<file path="config.mk">
export PLATFORM = sky130hd
export DESIGN_NAME = sump_meta_streamer_flat
export DESIGN_NICKNAME = d
export VERILOG_FILES = /design/src/rtl/sump_meta_streamer_if.sv /design/src/rtl/sump_meta_streamer.sv /design/src/flat_wrapper.sv
export SDC_FILE = /design/constraint.sdc
export NUM_CORES = 1
export LEC_CHECK = 0
export BUFFER_PORTS_ARGS = -buffer_cell sky130_fd_sc_hd__buf_2
export CELL_PAD_IN_SITES_DETAIL_PLACEMENT = 0
export CELL_PAD_IN_SITES_GLOBAL_PLACEMENT = 1
export CORE_MARGIN = 5
export CORE_UTILIZATION = 45
export DETAILED_ROUTE_END_ITERATION = 8
export PLACE_DENSITY_LB_ADDON = 0.1
export SYNTH_ARGS = -nofsm -noshare
export SYNTH_HDL_FRONTEND = slang
export SYNTH_SLANG_ARGS = --single-unit
</file>
<file path="constraint.sdc">
create_clock -name clock -period 3.1 [get_ports clock]
set_clock_uncertainty 0.15 [all_clocks]
set_input_delay 0.465 -clock clock [delete_from_list [all_inputs] [get_ports clock]]
set_output_delay 0.465 -clock clock [all_outputs]
set_load 0.02 [all_outputs]
</file>
<file path="src/rtl/sump_meta_streamer_if.sv">
// Request, abort, transmitter and status signals of the SUMP metadata streamer.
// The streamer uses the slave modport, and its environment uses the master modport.
interface sump_meta_streamer_if;
    logic       req_valid;
    logic       req_sel;
    logic       req_ready;
    logic       abort;
    logic       tx_busy;
    logic       tx_start;
    logic [7:0] tx_byte;
    logic       busy;
    logic       done;
    logic       aborted;
    logic [5:0] byte_cnt;

    modport slave (
        input  req_valid, req_sel, abort, tx_busy,
        output req_ready, tx_start, tx_byte, busy, done, aborted, byte_cnt
    );

    modport master (
        output req_valid, req_sel, abort, tx_busy,
        input  req_ready, tx_start, tx_byte, busy, done, aborted, byte_cnt
    );
endinterface

</file>
<file path="src/rtl/sump_meta_streamer.sv">
// SUMP response generator: streams the device ID or the metadata block byte by byte
// into a UART transmitter, using a start/busy handshake and supporting abort.
module sump_meta_streamer #(
    parameter int                  NAME_LEN    = 16,
    parameter logic [8*NAME_LEN-1:0] DEV_NAME  = "LogicAnalyzer v2",
    parameter int                  FW_LEN      = 4,
    parameter logic [8*FW_LEN-1:0] FW_VER      = "2.00",
    parameter logic [31:0]         MEM_BYTES   = 32'h0000_8000,
    parameter logic [31:0]         MAX_RATE_HZ = 32'd200_000_000,
    parameter logic [7:0]          NUM_PROBES  = 8'd8,
    parameter logic [7:0]          PROTO_VER   = 8'd2,
    parameter logic [31:0]         ID_WORD     = 32'h3141_4C53,
    parameter int                  ACK_TIMEOUT = 15
) (
    input  logic                  clock,
    input  logic                  reset,
    sump_meta_streamer_if.slave   bus
);

    localparam int LEN_M = NAME_LEN + FW_LEN + 19;
    localparam int LEN_I = 4;
    localparam int TMO_W = $clog2(ACK_TIMEOUT + 1);

    localparam logic [5:0] LAST_M = 6'(LEN_M - 1);
    localparam logic [5:0] LAST_I = 6'(LEN_I - 1);

    // Whole metadata block, byte 0 in the most significant position.
    localparam logic [8*LEN_M-1:0] META = {
        8'h01, DEV_NAME, 8'h00,
        8'h02, FW_VER, 8'h00,
        8'h21, MEM_BYTES,
        8'h23, MAX_RATE_HZ,
        8'h40, NUM_PROBES,
        8'h41, PROTO_VER,
        8'h00
    };

    if (NAME_LEN < 1 || NAME_LEN > 32) begin : g_bad_name_len
        $error("sump_meta_streamer: NAME_LEN must be 1..32");
    end
    if (FW_LEN < 1 || FW_LEN > 16) begin : g_bad_fw_len
        $error("sump_meta_streamer: FW_LEN must be 1..16");
    end
    if (LEN_M > 63) begin : g_bad_meta_len
        $error("sump_meta_streamer: metadata image longer than 63 bytes");
    end
    if (ACK_TIMEOUT < 1) begin : g_bad_timeout
        $error("sump_meta_streamer: ACK_TIMEOUT must be at least 1");
    end

    typedef enum logic [2:0] {
        S_IDLE,
        S_START,
        S_WAIT_ACK,
        S_WAIT_DONE,
        S_FINISH
    } state_t;

    function automatic logic [7:0] image_byte(input logic sel, input logic [5:0] idx);
        logic [7:0] b;
        b = 8'h00;
        if (sel) begin
            b = ID_WORD[(3 - int'(idx[1:0])) * 8 +: 8];
        end else if (int'(idx) < LEN_M) begin
            b = META[(LEN_M - 1 - int'(idx)) * 8 +: 8];
        end
        return b;
    endfunction

    state_t           state_q, state_d;
    logic             sel_q, sel_d;
    logic [5:0]       ptr_q, ptr_d;
    logic [5:0]       byte_cnt_q, byte_cnt_d;
    logic [7:0]       tx_byte_q, tx_byte_d;
    logic             busy_q, busy_d;
    logic             aborted_q, aborted_d;
    logic             abort_q, abort_d;
    logic [TMO_W-1:0] tmo_q, tmo_d;

    logic accept;
    logic last_byte;

    always_comb begin
        state_d    = state_q;
        sel_d      = sel_q;
        ptr_d      = ptr_q;
        byte_cnt_d = byte_cnt_q;
        tx_byte_d  = tx_byte_q;
        busy_d     = busy_q;
        aborted_d  = aborted_q;
        abort_d    = abort_q;
        tmo_d      = tmo_q;

        accept    = (state_q == S_IDLE) && bus.req_valid && !bus.tx_busy;
        last_byte = (ptr_q == (sel_q ? LAST_I : LAST_M));

        if (busy_q && bus.abort) begin
            abort_d = 1'b1;
        end

        case (state_q)
            S_IDLE: begin
                if (accept) begin
                    sel_d      = bus.req_sel;
                    ptr_d      = 6'd0;
                    byte_cnt_d = 6'd0;
                    aborted_d  = 1'b0;
                    abort_d    = 1'b0;
                    busy_d     = 1'b1;
                    tx_byte_d  = image_byte(bus.req_sel, 6'd0);
                    state_d    = S_START;
                end
            end
            S_START: begin
                tmo_d   = '0;
                state_d = S_WAIT_ACK;
            end
            S_WAIT_ACK: begin
                // A transmitter that never reports busy still gets the byte counted as sent.
                if (bus.tx_busy || tmo_q == TMO_W'(ACK_TIMEOUT - 1)) begin
                    state_d = S_WAIT_DONE;
                end else begin
                    tmo_d = tmo_q + 1'b1;
                end
            end
            S_WAIT_DONE: begin
                if (!bus.tx_busy) begin
                    byte_cnt_d = (byte_cnt_q == 6'd63) ? byte_cnt_q : byte_cnt_q + 6'd1;
                    if (last_byte) begin
                        // A completed stream is never reported as aborted.
                        aborted_d = 1'b0;
                        busy_d    = 1'b0;
                        state_d   = S_FINISH;
                    end else if (abort_q || bus.abort) begin
                        aborted_d = 1'b1;
                        busy_d    = 1'b0;
                        state_d   = S_FINISH;
                    end else begin
                        ptr_d     = ptr_q + 6'd1;
                        tx_byte_d = image_byte(sel_q, ptr_q + 6'd1);
                        state_d   = S_START;
                    end
                end
            end
            S_FINISH: begin
                abort_d = 1'b0;
                state_d = S_IDLE;
            end
            default: begin
                state_d = S_IDLE;
            end
        endcase
    end

    always_ff @(posedge clock or posedge reset) begin
        if (reset) begin
            state_q    <= S_IDLE;
            sel_q      <= 1'b0;
            ptr_q      <= 6'd0;
            byte_cnt_q <= 6'd0;
            tx_byte_q  <= 8'h00;
            busy_q     <= 1'b0;
            aborted_q  <= 1'b0;
            abort_q    <= 1'b0;
            tmo_q      <= '0;
        end else begin
            state_q    <= state_d;
            sel_q      <= sel_d;
            ptr_q      <= ptr_d;
            byte_cnt_q <= byte_cnt_d;
            tx_byte_q  <= tx_byte_d;
            busy_q     <= busy_d;
            aborted_q  <= aborted_d;
            abort_q    <= abort_d;
            tmo_q      <= tmo_d;
        end
    end

    assign bus.req_ready = (state_q == S_IDLE) && !bus.tx_busy;
    assign bus.tx_start  = (state_q == S_START);
    assign bus.tx_byte   = tx_byte_q;
    assign bus.busy      = busy_q;
    assign bus.done      = (state_q == S_FINISH);
    assign bus.aborted   = aborted_q;
    assign bus.byte_cnt  = byte_cnt_q;

endmodule
</file>
<file path="src/flat_wrapper.sv">
// flat-port wrapper written by rule: the top's interface ports become plain ports
module sump_meta_streamer_flat 
#(
    parameter int                  NAME_LEN    = 16,
    parameter logic [8*NAME_LEN-1:0] DEV_NAME  = "                ",
    parameter int                  FW_LEN      = 4,
    parameter logic [8*FW_LEN-1:0] FW_VER      = "    ",
    parameter logic [31:0]         MEM_BYTES   = 32'h0000_8000,
    parameter logic [31:0]         MAX_RATE_HZ = 32'd200_000_000,
    parameter logic [7:0]          NUM_PROBES  = 8'd8,
    parameter logic [7:0]          PROTO_VER   = 8'd2,
    parameter logic [31:0]         ID_WORD     = 32'h3141_4C53,
    parameter int                  ACK_TIMEOUT = 15
)
  (clock, reset, bus_req_valid, bus_req_sel, bus_abort, bus_tx_busy, bus_req_ready, bus_tx_start, bus_tx_byte, bus_busy, bus_done, bus_aborted, bus_byte_cnt);
  sump_meta_streamer_if bus_i ();
  input  logic clock;
  input  logic reset;
  input wire logic [$bits(bus_i.req_valid)-1:0] bus_req_valid;
  input wire logic [$bits(bus_i.req_sel)-1:0] bus_req_sel;
  input wire logic [$bits(bus_i.abort)-1:0] bus_abort;
  input wire logic [$bits(bus_i.tx_busy)-1:0] bus_tx_busy;
  output wire logic [$bits(bus_i.req_ready)-1:0] bus_req_ready;
  output wire logic [$bits(bus_i.tx_start)-1:0] bus_tx_start;
  output wire logic [$bits(bus_i.tx_byte)-1:0] bus_tx_byte;
  output wire logic [$bits(bus_i.busy)-1:0] bus_busy;
  output wire logic [$bits(bus_i.done)-1:0] bus_done;
  output wire logic [$bits(bus_i.aborted)-1:0] bus_aborted;
  output wire logic [$bits(bus_i.byte_cnt)-1:0] bus_byte_cnt;
  assign bus_i.req_valid = bus_req_valid;
  assign bus_i.req_sel = bus_req_sel;
  assign bus_i.abort = bus_abort;
  assign bus_i.tx_busy = bus_tx_busy;
  assign bus_req_ready = bus_i.req_ready;
  assign bus_tx_start = bus_i.tx_start;
  assign bus_tx_byte = bus_i.tx_byte;
  assign bus_busy = bus_i.busy;
  assign bus_done = bus_i.done;
  assign bus_aborted = bus_i.aborted;
  assign bus_byte_cnt = bus_i.byte_cnt;
  sump_meta_streamer #(.NAME_LEN(NAME_LEN), .DEV_NAME(DEV_NAME), .FW_LEN(FW_LEN), .FW_VER(FW_VER), .MEM_BYTES(MEM_BYTES), .MAX_RATE_HZ(MAX_RATE_HZ), .NUM_PROBES(NUM_PROBES), .PROTO_VER(PROTO_VER), .ID_WORD(ID_WORD), .ACK_TIMEOUT(ACK_TIMEOUT)) u_core (.clock(clock), .reset(reset), .bus(bus_i));
endmodule
</file>
### Word-level counts from Yosys, hierarchy flattened

Cells that the tools add are included.

* register bits: 31
* input bits: 6
* output and inout bits: 19

* add/subtract/negate cells: 5
* order comparisons: 1
* eq/ne operators: 15
* shift-type cells: 2
* mux-type cells: 38
* reductions and logical operators: 16

Operators by type and width (number)
* $shiftx 312x32->8 const A: 1
* $mux 6: 8
* $mux 8: 6
* $shiftx 32x32->8 const A: 1
* $pmux 6 s2: 2
* $pmux 8 s2: 1
* $mux 3: 5
* $add 6x1->6 const B: 2
* $pmux 3 s4: 1
* $mux 1: 10
* $ne 2x2->1 const B: 5
* $pmux 4 s2: 1
* $reduce_and 4->1: 2
* $sub 6x6->7 const A: 1
* $eq 3x2->1 const B: 2
* $eq 6x6->1: 1
* $eq 6x6->1 const B: 1
* $lt 6x6->1 const B: 1
* $pmux 1 s2: 3
* $reduce_and 5->1: 1
* $add 4x1->4 const B: 1
* $eq 4x4->1 const B: 1
* $logic_and 1x1->1: 4
* $mux 4: 1
* 11 further kinds: 15

### Depth between registers and ports, before layout

* depth after elaboration: 9
* mapped depth: 12
* gate-level depth less buffers: 9

### Worst setup path after synthesis

No wires, ideal clock.

* path type: register -> register
* start: register u_core.ptr_q[0]
* end: register u_core.tx_byte_q[5], in the netlist u_core.bus.tx_byte[5]
* setup time: 0.120 ns
* arrival: 2.365 ns
* setup slack: 0.465 ns
* stages on the path, launching flop included: 11
* path through: dfrtp_1 -> buf_2 -> buf_2 -> inv_1 -> ha_1 -> o31a_2 -> xor2_2 -> nand3_1 -> a21oi_1 -> o2111ai_1 -> and4_1

* longest elaborated chain between the ends: 9
* elaborated cells between the ends (all ways): 15
* those cells by class: 3 x add/sub; 1 x order compare; 2 x eq/ne; 2 x shift; 6 x mux; 1 x reduce/logical

Ends and longest elaborated chain
* start, declared: line sump_meta_streamer.sv:72 `logic [5:0] ptr_q, ptr_d;`
* start signal, assigned: line sump_meta_streamer.sv:169 `ptr_q <= ptr_d;`
* $add 6x1->6: line sump_meta_streamer.sv:140 `tx_byte_d = image_byte(sel_q, ptr_q + 6'd1);`
* $sub 6x6->7: line sump_meta_streamer.sv:65 `b = META[(LEN_M - 1 - int'(idx)) * 8 +: 8];`
* $shiftx 312x32->8: line sump_meta_streamer.sv:65
* $mux 8: line sump_meta_streamer.sv:64 `end else if (int'(idx) < LEN_M) begin`
* $mux 8: line sump_meta_streamer.sv:62 `if (sel) begin`
* $mux 8: line sump_meta_streamer.sv:134 `end else if (abort_q || bus.abort) begin`
* $mux 8: line sump_meta_streamer.sv:129 `if (last_byte) begin`
* $mux 8: line sump_meta_streamer.sv:127 `if (!bus.tx_busy) begin`
* $pmux 8 s2: line sump_meta_streamer.sv:101 `case (state_q)`
* end signal, assigned: line sump_meta_streamer.sv:171 `tx_byte_q <= tx_byte_d;`
* end, declared: line sump_meta_streamer.sv:74 `logic [7:0] tx_byte_q, tx_byte_d;`

Parallel ways exist; a longest one is shown, timed or not. The select of a mux whose other input is x is not followed.
A chain may end at the register's enable or synchronous reset.

### Worst setup path after layout

Same ends and word-level chain as after synthesis.

==> results <==
- Counting flops and latches in the post-synthesis netlist gives 31.
- The design draws around 1800 uW.
- The via count of the first global-routing pass is ~2,100.
- In the synthesized netlist, the cells that appear most often are 34 x sky130_fd_sc_hd__nand2_1, 31 x sky130_fd_sc_hd__dfrtp_1, 27 x sky130_fd_sc_hd__nor2_1.
- The highest fanout seen on the critical path is 11.
- In this run the deepest clock path goes through 2 buffers.
- The number of max-slew violations in the final report is 0.
- The worst-case setup slack after placement is about 430 ps.
- Dividing the final minimum period by the clock period gives 0.8771.
- The clock transition at the registers of the reported paths is 70 ps.
- For met1 alone, demand over resource in global routing was 0.2353.
- Detailed placement ended at an HPWL of ~4400 um.
- Once detail routing completed, the nets flagged for antenna violations numbered 0.
- Across the run, the number of max-cap violations was 0.
- The power per cell area is 652.8 nW/um^2.
- The most repeated cell in the gate-level netlist after synthesis is sky130_fd_sc_hd__nand2_1.
- The width of the die is 83.75 um.
- The buffer count from post-CTS setup fixing is 0.
- The number of unique standard cell types used by synthesis is 63.
- Summed over all failing endpoints, the final setup total negative slack is 0 ps.
- Among all flip-flop cells after synthesis, the most frequent one is sky130_fd_sc_hd__dfrtp_1.
- The classification of the worst setup path is flip-flop to flip-flop.
- The kind of end point of the critical path is a flip-flop.
- The post-synthesis net count is 309.
- The transition time at the pin with the least slew margin is approximately 860 ps.
- Dividing the detail-routed via count by the number of cells gives approximately 5.6.
- The flow ran to the end, and the final reports show no timing, DRC or antenna violations.
- Sorting the synthesized cells by area gives the leading types as sky130_fd_sc_hd__dfrtp_1 32%, sky130_fd_sc_hd__o21ai_0 5.3%, sky130_fd_sc_hd__nand2_1 5.2%.
- In this run the clock root is driven by a sky130_fd_sc_hd__clkbuf_8.
- The internal power of the cells totals approximately 1000 uW.
- The critical path launch point is u_core.ptr_q[0].
- STA puts the critical path data required time at approximately 3100 ps.
- The Yosys step of the flow raised 0 warnings.
- The placeable core area is 5205 um^2.
- The initialized floorplan defines 26 standard-cell rows.
- In the routed design, unresolved DRC markers number 0.
- The switching power is 747.5 uW.
- The number of synthesized flops with an enable pin is 0.
- The power share of the sequential group is 0.362.
- The post-synthesis cell type with the largest combined area is sky130_fd_sc_hd__dfrtp_1.
- The count of input and output buffers is 24.
- The worst relative slew slack is 0.4251.
- The worst-case vdd ir drop is about 0.00037 V.
- Counting flops with an async set or reset pin after synthesis yields a share of 1.000.
- Wires add up to 6042 um.
- The tightest min-delay check is of the input pin to asynchronous set/reset pin type.
- For this run, the post-layout net count is approximately 330.
- In the final layout, the share of cells above drive strength 1 is 0.1912.
- The clock latency reported for the late side of the worst-skew pair is approximately 280 ps.
- The post-synthesis instance total is between 200 and 300.
- Setup repair after global routing left no endpoint under its margin.
- The worst path setup slack after routing is roughly 380 ps.
- The detailed-router iteration count before antenna repair is 6.
- Hold repair after CTS inserted 0 buffers.
- The minimum period implied by the final worst setup slack is about 2700 ps.
- The worst setup path is launched from a flip-flop.
- The clock drives 31 sinks.
- For flop-to-flop paths, the worst setup slack is between 300 and 400 ps.
- The area of the die is around 7000 um^2.
- The first global-routing pass estimated 10,300 um of wire.
- Setup violations remaining at the end of the flow were counted as 0.
- The smallest hold slack is 98.20 ps.
- The fraction of met3 tracks used by global routing is 0.04047.
- The boundary pin count is 25.
- The initial antenna violation count is 0.
- The end of the worst register-to-register path is u_core.bus.tx_byte[5].
- The proportion of netlist area held by the largest area contributor is 0.3170.
- The leakage power is approximately 0.0012 uW.
- The die height is 83.75 um.
- The beginning of the worst register-to-register path is u_core.ptr_q[0].
- At the end of the flow the core is filled with cells to 0.5260.
- The antenna diode instance count is 0.
- The number of hold violations in the final report came to 0.
- Across every metal layer, demand over resource in global routing totals 0.1773.
- The CTS tree is yes.
- Entering global routing, the biggest net connects 19 pins.
- The clock tree synthesis step divided the H-tree into 2 levels.
- The worst stage delay on the critical path is about 400 ps.
- Static timing analysis puts the maximum clock frequency at about 370 MHz.
- Dividing the detail-routed wire length by the instance count gives between 15 and 20 um.
- Of the total power, the clock network draws 0.233.
- The number of cells on the worst reg-to-reg path is 9.
- Routability-driven placement finished with a final weighted congestion of roughly 0.92.
- The met2 usage in global routing is 0.2834.
- The number of buffers and inverters on the critical path is 2.
- Of the total power, the share spent switching nets is 0.4183.
- The area of the mapped netlist is between 2000 and 2500 um^2.
- The average size of a mapped cell is just over 8 um^2.
- The final route contains ~2,200 vias.
- In this run, the number of DRC markers left after iteration 0 of detailed routing was between 100 and 150.
- Buffers inserted during clock tree synthesis total 5.
- The critical path goes through buf_4, inv_1, ha_1, o31a_2, xor2_2, nand3_1, a21oi_1, o2111ai_1, and4_1.
- The starting utilization of the core area is 0.4702.
- The slowest stage of the critical path belongs to the cell sky130_fd_sc_hd__dfrtp_1.
- The area overhead of the layout relative to synthesis is 11.86%.
- The share of total power dissipated in combinational logic is 0.406.
- For the worst setup path, the data arrival time is 2740 ps.
- The sequential share of the synthesized area is 0.3170.
- Gates resized during post-CTS repair numbered 0.
- The busiest layer in global routing is met2.
- Grouping stages by cell kind, the critical path spends the most delay in compound AO/OA/AOI/OAI gates.
- The remaining global-route overflow is 0.
## flip-flops by register name, indices dropped and copies added, names as in the netlist
signal,count
u_core.sel_q,1
u_core.tmo_q,4
u_core.state_q,3
u_core.bus.tx_byte,8
u_core.abort_q,1
u_core.bus.busy,1
u_core.bus.aborted,1
u_core.bus.byte_cnt,6
u_core.ptr_q,6
## area by class of cell
type | count | area, um^2
tap | 70 | 87.58
inverter | 11 | 41.29
multi-input combinational | 235 | 1520
fill | 503 | 2467
clock buffer | 6 | 82.58
sequential | 31 | 775.7
timing repair buffer | 34 | 195.2
clock inverter | 2 | 35.03
## metrics by stage
stage          area [um^2]  cells
2_1_floorplan         2447    296
3_3_place_gp          2620    381
3_5_place_dp          2620    381
4_1_cts               2738    389
5_1_grt               2738    389
6_report              2738    389
## kinds of logic after synthesis
kind of cell               count (synthesis)  synth area share
and+or+nand+nor                          121            0.2633
AOI/OAI and AO/OA                         88            0.2393
DFF                                       31            0.3170
buffers and inverters                     30           0.06185
xor gates and xnor gates                  14           0.06237
adders and majority gates                  7           0.03579
muxes                                      5           0.02045
## power by group through the flow
stage | combinational (uW) | sequential, uW | clock [uW]
final | 725 | 647 | 416
after global routing | 819 | 672 | 450
after CTS | 732 | 646 | 429
after detailed placement | 730 | 654 | 0
after global placement | 729 | 653 | 0
after floorplan | 554 | 643 | 0
## routing by layer
metal  up-vias  routed length, um  share of wire
li1       1109                  -              -
met1      1015               2869           0.47
met2        60               2806           0.46
met3         9                256          0.042
met4         0                110          0.018
met5         -                  0              0
## cells in the final DEF (no fill, tap or decap), types with 4 or more instances in the layout
cell type                  instances
sky130_fd_sc_hd__nand2_1          34
sky130_fd_sc_hd__dfrtp_1          31
sky130_fd_sc_hd__nor2_1           27
sky130_fd_sc_hd__o21ai_0          26
sky130_fd_sc_hd__buf_2            24
sky130_fd_sc_hd__a21oi_1          17
sky130_fd_sc_hd__inv_1            11
sky130_fd_sc_hd__nand3_1          10
sky130_fd_sc_hd__buf_4            10
sky130_fd_sc_hd__xnor2_1           9
sky130_fd_sc_hd__nor3_1            9
sky130_fd_sc_hd__o21ai_1           7
sky130_fd_sc_hd__ha_1              7
sky130_fd_sc_hd__a21o_1            6
sky130_fd_sc_hd__clkbuf_8          6
sky130_fd_sc_hd__a22oi_1           5
sky130_fd_sc_hd__nand4_1           5
sky130_fd_sc_hd__mux2i_1           5
sky130_fd_sc_hd__nor2b_1           4
sky130_fd_sc_hd__or3_1             4
## worst max-delay path by stage
stage | end | cells after the start
6_report | u_core.bus.tx_byte[5] | 9
4_1_cts | u_core.bus.tx_byte[5] | 9
3_5_place_dp | u_core.bus.tx_byte[5] | 9
3_3_place_gp | u_core.bus.tx_byte[5] | 9
2_1_floorplan | u_core.bus.tx_byte[5] | 10
5_1_grt | u_core.bus.tx_byte[5] | 9
Note: power is estimated with default switching activity, not from simulation.
